--- config.mk ---
export PLATFORM = sky130hd
export DESIGN_NAME = button_event_decoder
export DESIGN_NICKNAME = d
export VERILOG_FILES = /design/src/rtl/button_event_decoder.sv
export SDC_FILE = /design/constraint.sdc
export NUM_CORES = 1
export LEC_CHECK = 0
export ABC_CLOCK_PERIOD_IN_PS = 2100
export CORE_ASPECT_RATIO = 0.5
export CORE_MARGIN = 5
export CORE_UTILIZATION = 58
export DETAILED_ROUTE_END_ITERATION = 10
export PLACE_DENSITY = 0.75
export REMOVE_ABC_BUFFERS = 1
export SETUP_SLACK_MARGIN = 0.2
export SLEW_MARGIN = 20
export SYNTH_ARGS = -nofsm -noshare
export SYNTH_HDL_FRONTEND = slang
export SYNTH_SLANG_ARGS = --single-unit
--- constraint.sdc ---
create_clock -name clk -period 2.1 [get_ports clk]
set_input_delay 0.42 -clock clk [delete_from_list [all_inputs] [get_ports clk]]
set_output_delay 0.42 -clock clk [all_outputs]
set_load 0.05 [all_outputs]
--- src/rtl/button_event_decoder.sv ---
// Per-channel button event decoder: turns debounced levels into press, release,
// long-press and auto-repeat pulses using one shared prescaler tick.
module button_event_decoder #(
    parameter int WIDTH          = 1,
    parameter int TICK_CNT_MAX   = 125000,
    parameter int LONG_TICKS     = 500,
    parameter int REPEAT_TICKS   = 100,
    parameter int TICK_CNT_WIDTH = $clog2(TICK_CNT_MAX),
    parameter int HOLD_CNT_WIDTH = $clog2(LONG_TICKS) + 1
) (
    input  logic             clk,
    input  logic             rst,
    input  logic [WIDTH-1:0] debounced_signal,
    output logic [WIDTH-1:0] press_pulse,
    output logic [WIDTH-1:0] release_pulse,
    output logic [WIDTH-1:0] long_pulse,
    output logic [WIDTH-1:0] repeat_pulse,
    output logic [WIDTH-1:0] held
);

    typedef enum logic [1:0] {
        ST_IDLE    = 2'd0,
        ST_PRESSED = 2'd1,
        ST_LONG    = 2'd2
    } state_t;

    localparam logic [TICK_CNT_WIDTH-1:0] TICK_LAST   = TICK_CNT_WIDTH'(TICK_CNT_MAX - 1);
    localparam logic [HOLD_CNT_WIDTH-1:0] LONG_LAST   = HOLD_CNT_WIDTH'(LONG_TICKS - 1);
    localparam logic [HOLD_CNT_WIDTH-1:0] REPEAT_LAST = HOLD_CNT_WIDTH'(REPEAT_TICKS - 1);

    logic [TICK_CNT_WIDTH-1:0] tick_cnt_r;
    logic                      tick_r;

    // Shared prescaler: tick_r is high for the cycle after the counter wraps.
    always_ff @(posedge clk) begin
        if (rst) begin
            tick_cnt_r <= '0;
            tick_r     <= 1'b0;
        end else if (tick_cnt_r == TICK_LAST) begin
            tick_cnt_r <= '0;
            tick_r     <= 1'b1;
        end else begin
            tick_cnt_r <= tick_cnt_r + TICK_CNT_WIDTH'(1);
            tick_r     <= 1'b0;
        end
    end

    for (genvar i = 0; i < WIDTH; i++) begin : g_ch
        state_t                    state_r, state_s;
        logic [HOLD_CNT_WIDTH-1:0] hcnt_r, hcnt_s;
        logic                      press_s, release_s, long_s, repeat_s;
        logic                      press_r, release_r, long_r, repeat_r, held_r;

        // Next-state and pulse decode; release always wins over a same-cycle tick.
        always_comb begin
            state_s   = state_r;
            hcnt_s    = hcnt_r;
            press_s   = 1'b0;
            release_s = 1'b0;
            long_s    = 1'b0;
            repeat_s  = 1'b0;
            case (state_r)
                ST_IDLE: begin
                    if (debounced_signal[i]) begin
                        state_s = ST_PRESSED;
                        hcnt_s  = '0;
                        press_s = 1'b1;
                    end else begin
                        hcnt_s = '0;
                    end
                end
                ST_PRESSED: begin
                    if (!debounced_signal[i]) begin
                        state_s   = ST_IDLE;
                        hcnt_s    = '0;
                        release_s = 1'b1;
                    end else if (tick_r && (hcnt_r == LONG_LAST)) begin
                        state_s = ST_LONG;
                        hcnt_s  = '0;
                        long_s  = 1'b1;
                    end else if (tick_r) begin
                        hcnt_s = hcnt_r + HOLD_CNT_WIDTH'(1);
                    end else begin
                        hcnt_s = hcnt_r;
                    end
                end
                ST_LONG: begin
                    if (!debounced_signal[i]) begin
                        state_s   = ST_IDLE;
                        hcnt_s    = '0;
                        release_s = 1'b1;
                    end else if (tick_r && (hcnt_r == REPEAT_LAST)) begin
                        hcnt_s   = '0;
                        repeat_s = 1'b1;
                    end else if (tick_r) begin
                        hcnt_s = hcnt_r + HOLD_CNT_WIDTH'(1);
                    end else begin
                        hcnt_s = hcnt_r;
                    end
                end
                default: begin
                    state_s = ST_IDLE;
                    hcnt_s  = '0;
                end
            endcase
        end

        // Channel state, hold counter and registered outputs.
        always_ff @(posedge clk) begin
            if (rst) begin
                state_r   <= ST_IDLE;
                hcnt_r    <= '0;
                press_r   <= 1'b0;
                release_r <= 1'b0;
                long_r    <= 1'b0;
                repeat_r  <= 1'b0;
                held_r    <= 1'b0;
            end else begin
                state_r   <= state_s;
                hcnt_r    <= hcnt_s;
                press_r   <= press_s;
                release_r <= release_s;
                long_r    <= long_s;
                repeat_r  <= repeat_s;
                held_r    <= (state_s != ST_IDLE);
            end
        end

        assign press_pulse[i]   = press_r;
        assign release_pulse[i] = release_r;
        assign long_pulse[i]    = long_r;
        assign repeat_pulse[i]  = repeat_r;
        assign held[i]          = held_r;
    end

endmodule

==> impl_metrics.csv, run 1 <==
group,metric,value,unit
finish,num_antenna_cells,0,
setup_path,path_class,"reg -> out",
logic_synthesis,synth_warnings,0,
floorplan,std_cell_rows,13,
cts,cts-resized-gates,0,
placement,dp_cells,218,
floorplan,start_util,61.2,%
logic_synthesis,async_flop_share,0,%
status,status,"finished, final reports clean",
setup_path,cp-start-kind,"register",
logic_synthesis,syn_area,0.00160,mm^2
finish,layout.nets,197,
placement,dpl_cell_area,0.00171,mm^2
logic_synthesis,synth_cells,176,
setup_path,end_kind,"output pin",
placement,portBuffers,7,
route,drt-initial-drc-count,33,
flow_run,maxCapViolCount,0,
setup_path,crit_fanout,1,
route,drc_errors,0,
sta,finalSetupViolCount,0,
cts,postCtsSetupBuffers,0,
floorplan,die_y,47.2,um
cts,cts_hold_buf,0,
sta,relSlewSlack,67.2,%
route,dr.pass1.iters,4,
logic_synthesis,post_synth_and_or_nand_nor_area_fraction,28.8,%
logic_synthesis,synth_flop_cell,"dfxtp_1",
finish,finish.instance_area,0.00181,mm^2
cts,cts_sinks,35,
sta,finalCritPeriodShare,86.6,%
grt,grt_pass1_vias,1083,
route,wire_per_inst,12.3,um
pwr,power_density,689,mW/mm^2
sta,finalSetupTns,0,ns
floorplan,die_w,84.3,um
grt,gr-total-overflow,0,
sta,final_hold_viol_count,0,
finish,layout.cells.non_filler,225,
cts,cts_tree,"built",
sta,fmax,550,MHz
logic_synthesis,synth_edf_count,0,
logic_synthesis,yosysTopAreaCell,"dfxtp_1",
route,detail-route-antenna-nets,0,
route,via_count,1223,
grt,grtUsageTotal,16.1,%
cts,clk_latency,0.28,ns
setup_path,required,1.68,ns
setup_path,path_buf_inv,1,
logic_synthesis,synth_fa_ha_area_share,4.69,%
floorplan,pin_count,8,
grt,grt_pass1_wl,4820,um
setup_path,crit_arrival,1.40,ns
setup_path,crit_family,"buffers and inverters",
cts,path_clk_slew,0.07,ns
setup_path,r2r_setup_slack,0.37,ns
placement,gp_congestion,0.785,
logic_synthesis,synth_top_family_by_area,"simple AND/OR/NAND/NOR gates",
pwr,static-leakage-power,0.000614,uW
cts,cts_root_buf,"clkbuf_8",
floorplan,die_area,0.00398,mm^2
grt,grt_start_max_net_pins,17,
grt,antenna_found_initial,0,
sta,slew_viol_final,0,
logic_synthesis,synth_compound_area_share,7.66,%
cts,cts_max_level,2,
logic_synthesis,muxShareOfSynthArea,0.625,%
route,drt-vias-per-instance,5.44,
worst_hold_path,hp-class,"reg -> reg",
route,drt_wl_total,2760,um
cts,cts_buffer_depth,2,
logic_synthesis,synth_top_area_share,43.8,%
floorplan,core_area,0.00262,mm^2
logic_synthesis,yosys-top-cells-area,"dfxtp_1, nor2_1, xnor2_1",
sta,fin_crit,1.82,ns
finish,synthToLayoutAreaGrowth,12.7,%
sta,fin_skew,0.00372,ns
setup_path,worstPathCellList,"clkdlybuf4s50_1",
pwr,ir_worst_vdd,0.000416,V
setup_path,slowest_stage,"clkdlybuf4s50_1",
cts,numCtsBuffers,5,
logic_synthesis,yosysSeqAreaShare,43.8,%
logic_synthesis,synth_cell_types,40,
sta,worstMarginPinSlew,0.490,ns
logic_synthesis,synth_xor_area_share,12.0,%
setup_path,max_stage_delay,0.79,ns
placement,hpwlAfterDp,1950,um
logic_synthesis,ys_ff_latch,35,
pwr,p_total,1240,uW
logic_synthesis,synth.avg_cell_area,9.10,um^2
sta,rsz0062_at_grt,"false",
finish,layout-drive-gt1-share,9.57,%
[worst register-to-register path, delay by kind of cell (launching register included)]
| family | cells | cell delay (ns) |
|---|---|---|
| adder cells (fa/ha/maj) | 1 | 0.21 |
| AO/OA/AOI/OAI | 1 | 0.32 |
| flip-flops | 1 | 0.37 |
| AND/OR/NAND/NOR | 3 | 0.73 |
[synthesized netlist by cell type, types with 2 or more instances]
cell,n
ha_1,6
nor4_1,4
o21ai_0,2
nand4_1,6
xnor2_1,14
dfxtp_1,35
nand2_1,9
inv_1,5
o31ai_1,2
and4_1,2
a21oi_1,2
nor2_1,33
xor2_1,8
nor3_1,7
nor4b_1,2
or3_4,2
nand3_1,12
and3_1,3
[where the power goes]
group / internal (uW) / leakage [uW] / switching [uW]
sequential: 675 / 0.000283 / 9.26
combinational: 31.1 / 0.000284 / 45.4
clock: 257 / 0.0000470 / 226
[final timing paths]
| kind | from | end | cells past startpoint |
|---|---|---|---|
| worst max-delay path | held$_SDFF_PP0_ | held | 1 |
| worst min-delay path | tick_cnt_r[0]$_SDFF_PP0_ | tick_cnt_r[0]$_SDFF_PP0_ | 1 |
| worst max register to register | g_ch[0].hcnt_r[0]$_SDFF_PP0_ | g_ch[0].hcnt_r[0]$_SDFF_PP0_ | 5 |
| worst min register to register | tick_cnt_r[0]$_SDFF_PP0_ | tick_cnt_r[0]$_SDFF_PP0_ | 1 |
[per-layer routing]
metal | track usage, % | wire length [um] | vias to the layer above
met2 | 26.0 | 1190 | 19
met3 | 5.78 | 135 | 7
met5 | 0 | 0 | -
met1 | 19.5 | 1390 | 560
met4 | 8.65 | 46 | 0
li1 | - | - | 637
[sequential cells by signal, indices dropped and copies added, names as in the netlist]
| signal | count |
|---|---|
| g_ch.hcnt_r | 10 |
| g_ch.state_r | 2 |
| held | 1 |
| long_pulse | 1 |
| press_pulse | 1 |
| release_pulse | 1 |
| repeat_pulse | 1 |
| tick_cnt_r | 17 |
| tick_r | 1 |
[cell usage in the layout (no fill, tap or decap), types with 3 or more instances in the layout]
cell type	n
and3_1	3
clkbuf_8	6
clkdlybuf4s50_1	7
dfxtp_1	35
ha_1	6
inv_1	5
nand2_1	9
nand3_1	12
nand4_1	6
nor2_1	33
nor3_1	7
nor4_1	3
xnor2_1	14
xor2_1	8
[through the flow]
| stage | utilization [%] | worst slack (ns) | hold WS, ns |
|---|---|---|---|
| 2_1_floorplan | - | 0.522 | 0.418 |
| 3_3_place_gp | 65.4 | 0.336 | 0.432 |
| 3_5_place_dp | 65.4 | 0.286 | 0.444 |
| 4_1_cts | 68.7 | 0.250 | 0.453 |
| 5_1_grt | 68.9 | 0.235 | 0.471 |
| 6_report | 68.9 | 0.281 | 0.451 |
[final cells by class]
class / instances / area, um^2
multi-input combinational: 132 / 867
fill: 227 / 813
sequential: 35 / 701
timing repair buffer: 9 / 85.1
clock buffer: 6 / 82.6
tap: 37 / 46.3
inverter: 5 / 18.8
clock inverter: 1 / 5.00
[cells by family (layout without fill, tap and decap cells)]
logic type,after synthesis,count (layout)
multiplexers,1,1
XOR/XNOR,22,22
buffers and inverters,9,21
flip-flops,35,35
AO/OA/AOI/OAI,14,14
AND/OR/NAND/NOR,89,89
adder cells (fa/ha/maj),6,6
Note: power is estimated with default switching activity, not from simulation.
==> run 2: changes to the inputs <==
Settings changed: CORE_UTILIZATION 58 to 50, PLACE_DENSITY 0.75 to 0.66.
==> impl_metrics.csv, run 2 (synthesized netlist as in run 1, its figures left out) <==
group,metric,value,unit
status,status,"finished, final reports clean",
worst_hold_path,hp-class,"reg -> reg",
grt,grt_pass1_wl,4970,um
finish,register_area,701,um^2
cts,cts_tree,"built",
setup_path,slowest_stage,"clkdlybuf4s50_1",
finish,finish.instance_area,0.00182,mm^2
grt,grt_start_max_net_pins,17,
grt,grtUsageTotal,13.7,%
route,drt_wl_total,2880,um
route,drc_errors,0,
cts,cts_max_level,2,
cts,numCtsBuffers,5,
sta,finalSetupViolCount,0,
finish,layout_commonest_cell,"dfxtp_1",
sta,worstMarginPinSlew,0.571,ns
cts,cts_hold_buf,0,
cts,clk_latency,0.29,ns
setup_path,required,1.68,ns
finish,layout_common_cells,"dfxtp_1, nor2_1, xnor2_1",
pwr,static-leakage-power,0.000623,uW
finish,nFillCells,272,
placement,portBuffers,7,
setup_path,crit_family,"buffers and inverters",
placement,dpl_cell_area,0.00172,mm^2
floorplan,die_w,90.0,um
setup_path,worstPathCellList,"clkdlybuf4s50_1",
sta,relSlewSlack,61.6,%
floorplan,start_util,52.8,%
placement,gp_congestion,0.775,
cts,postCtsSetupBuffers,0,
finish,largest_register_ffs,17,
placement,hpwlAfterDp,2030,um
finish,num_antenna_cells,0,
setup_path,crit_arrival,1.39,ns
route,drt-initial-drc-count,28,
cts,cts_root_buf,"clkbuf_8",
cts,cts-resized-gates,0,
route,drt-vias-per-instance,5.33,
sta,fin_skew,0.00558,ns
sta,final_hold_viol_count,0,
sta,finalSetupTns,0,ns
setup_path,max_stage_delay,0.80,ns
grt,grt_pass1_vias,1108,
grt,antenna_found_initial,0,
pwr,ir_worst_vdd,0.000305,V
finish,synthToLayoutAreaGrowth,13.8,%
floorplan,pin_count,8,
grt,gr-total-overflow,0,
floorplan,die_area,0.00450,mm^2
floorplan,std_cell_rows,14,
setup_path,path_buf_inv,1,
sta,rsz0062_at_grt,"false",
route,detail-route-antenna-nets,0,
sta,fmax,551,MHz
finish,top_regs,"tick_cnt_r: 17 flops, g_ch.hcnt_r: 10 flops, g_ch.state_r: 2 flops",
setup_path,end_kind,"output pin",
floorplan,core_area,0.00303,mm^2
cts,path_clk_slew,0.07,ns
sta,whs,0.456,ns
route,wire_per_inst,12.5,um
flow_run,maxCapViolCount,0,
setup_path,cp-start-kind,"register",
cts,cts_sinks,35,
finish,layout.nets,198,
sta,slew_viol_final,0,
pwr,power_density,711,mW/mm^2
route,via_count,1227,
cts,cts_buffer_depth,2,
sta,finalCritPeriodShare,86.4,%
route,dr.pass1.iters,4,
setup_path,path_class,"reg -> out",
sta,fin_crit,1.81,ns
finish,layout-drive-gt1-share,9.47,%
floorplan,die_y,50.0,um
setup_path,crit_fanout,1,
finish,regMostFlops,"tick_cnt_r",
finish,multiInputGateArea,861,um^2
==> run 2: cell count changes in the layout (fill, tap and decap cells not counted), sizes merged <==
cell    delta
clkbuf     +2
clkinv     -1
buf        +1
==> run 2: metrics by stage <==
stage          worst slack [ns]  power, uW  std cells  utilization (%)
2_1_floorplan             0.522        751        172                -
3_3_place_gp              0.325        775        222             56.9
5_1_grt                   0.228       1360        230             60.2
6_report                  0.285       1300        230             60.2
3_5_place_dp              0.284        777        222             56.9
4_1_cts                   0.266       1310        230             60.2
==> run 2: path summary, 6_finish.rpt <==
path	from	end	slack (ns)	cells after the start
setup reg to reg	g_ch[0].hcnt_r[0]$_SDFF_PP0_	g_ch[0].hcnt_r[1]$_SDFF_PP0_	0.35	5
hold / removal	tick_cnt_r[0]$_SDFF_PP0_	tick_cnt_r[0]$_SDFF_PP0_	0.46	1
setup / recovery	release_pulse$_SDFF_PP0_	release_pulse	0.29	1
hold reg to reg	tick_cnt_r[0]$_SDFF_PP0_	tick_cnt_r[0]$_SDFF_PP0_	0.46	1
==> run 2: layout make-up <==
type / count / area share, %
Timing Repair Buffer: 10 / 5.08
Tap cell: 40 / 2.75
Clock buffer: 8 / 5.49
Multi-Input combinational cell: 132 / 47.2
Sequential cell: 35 / 38.4
Inverter: 5 / 1.03
==> run 2: layer usage <==
metal  routed length (um)  vias up  GRT usage [%]  part of all wire, %
li1                     -      637              -                    -
met1                 1500      567           17.3                   52
met2                 1230       15           21.6                   43
met3                  109        8           4.86                  3.8
met4                   40        0           5.20                  1.4
met5                    0        -              0                    0
==> run 2: where the power goes <==
group | internal (uW) | switching [uW]
registers | 675 | 9.29
logic | 31.4 | 46.4
clock network | 299 | 235
total | 1010 | 291
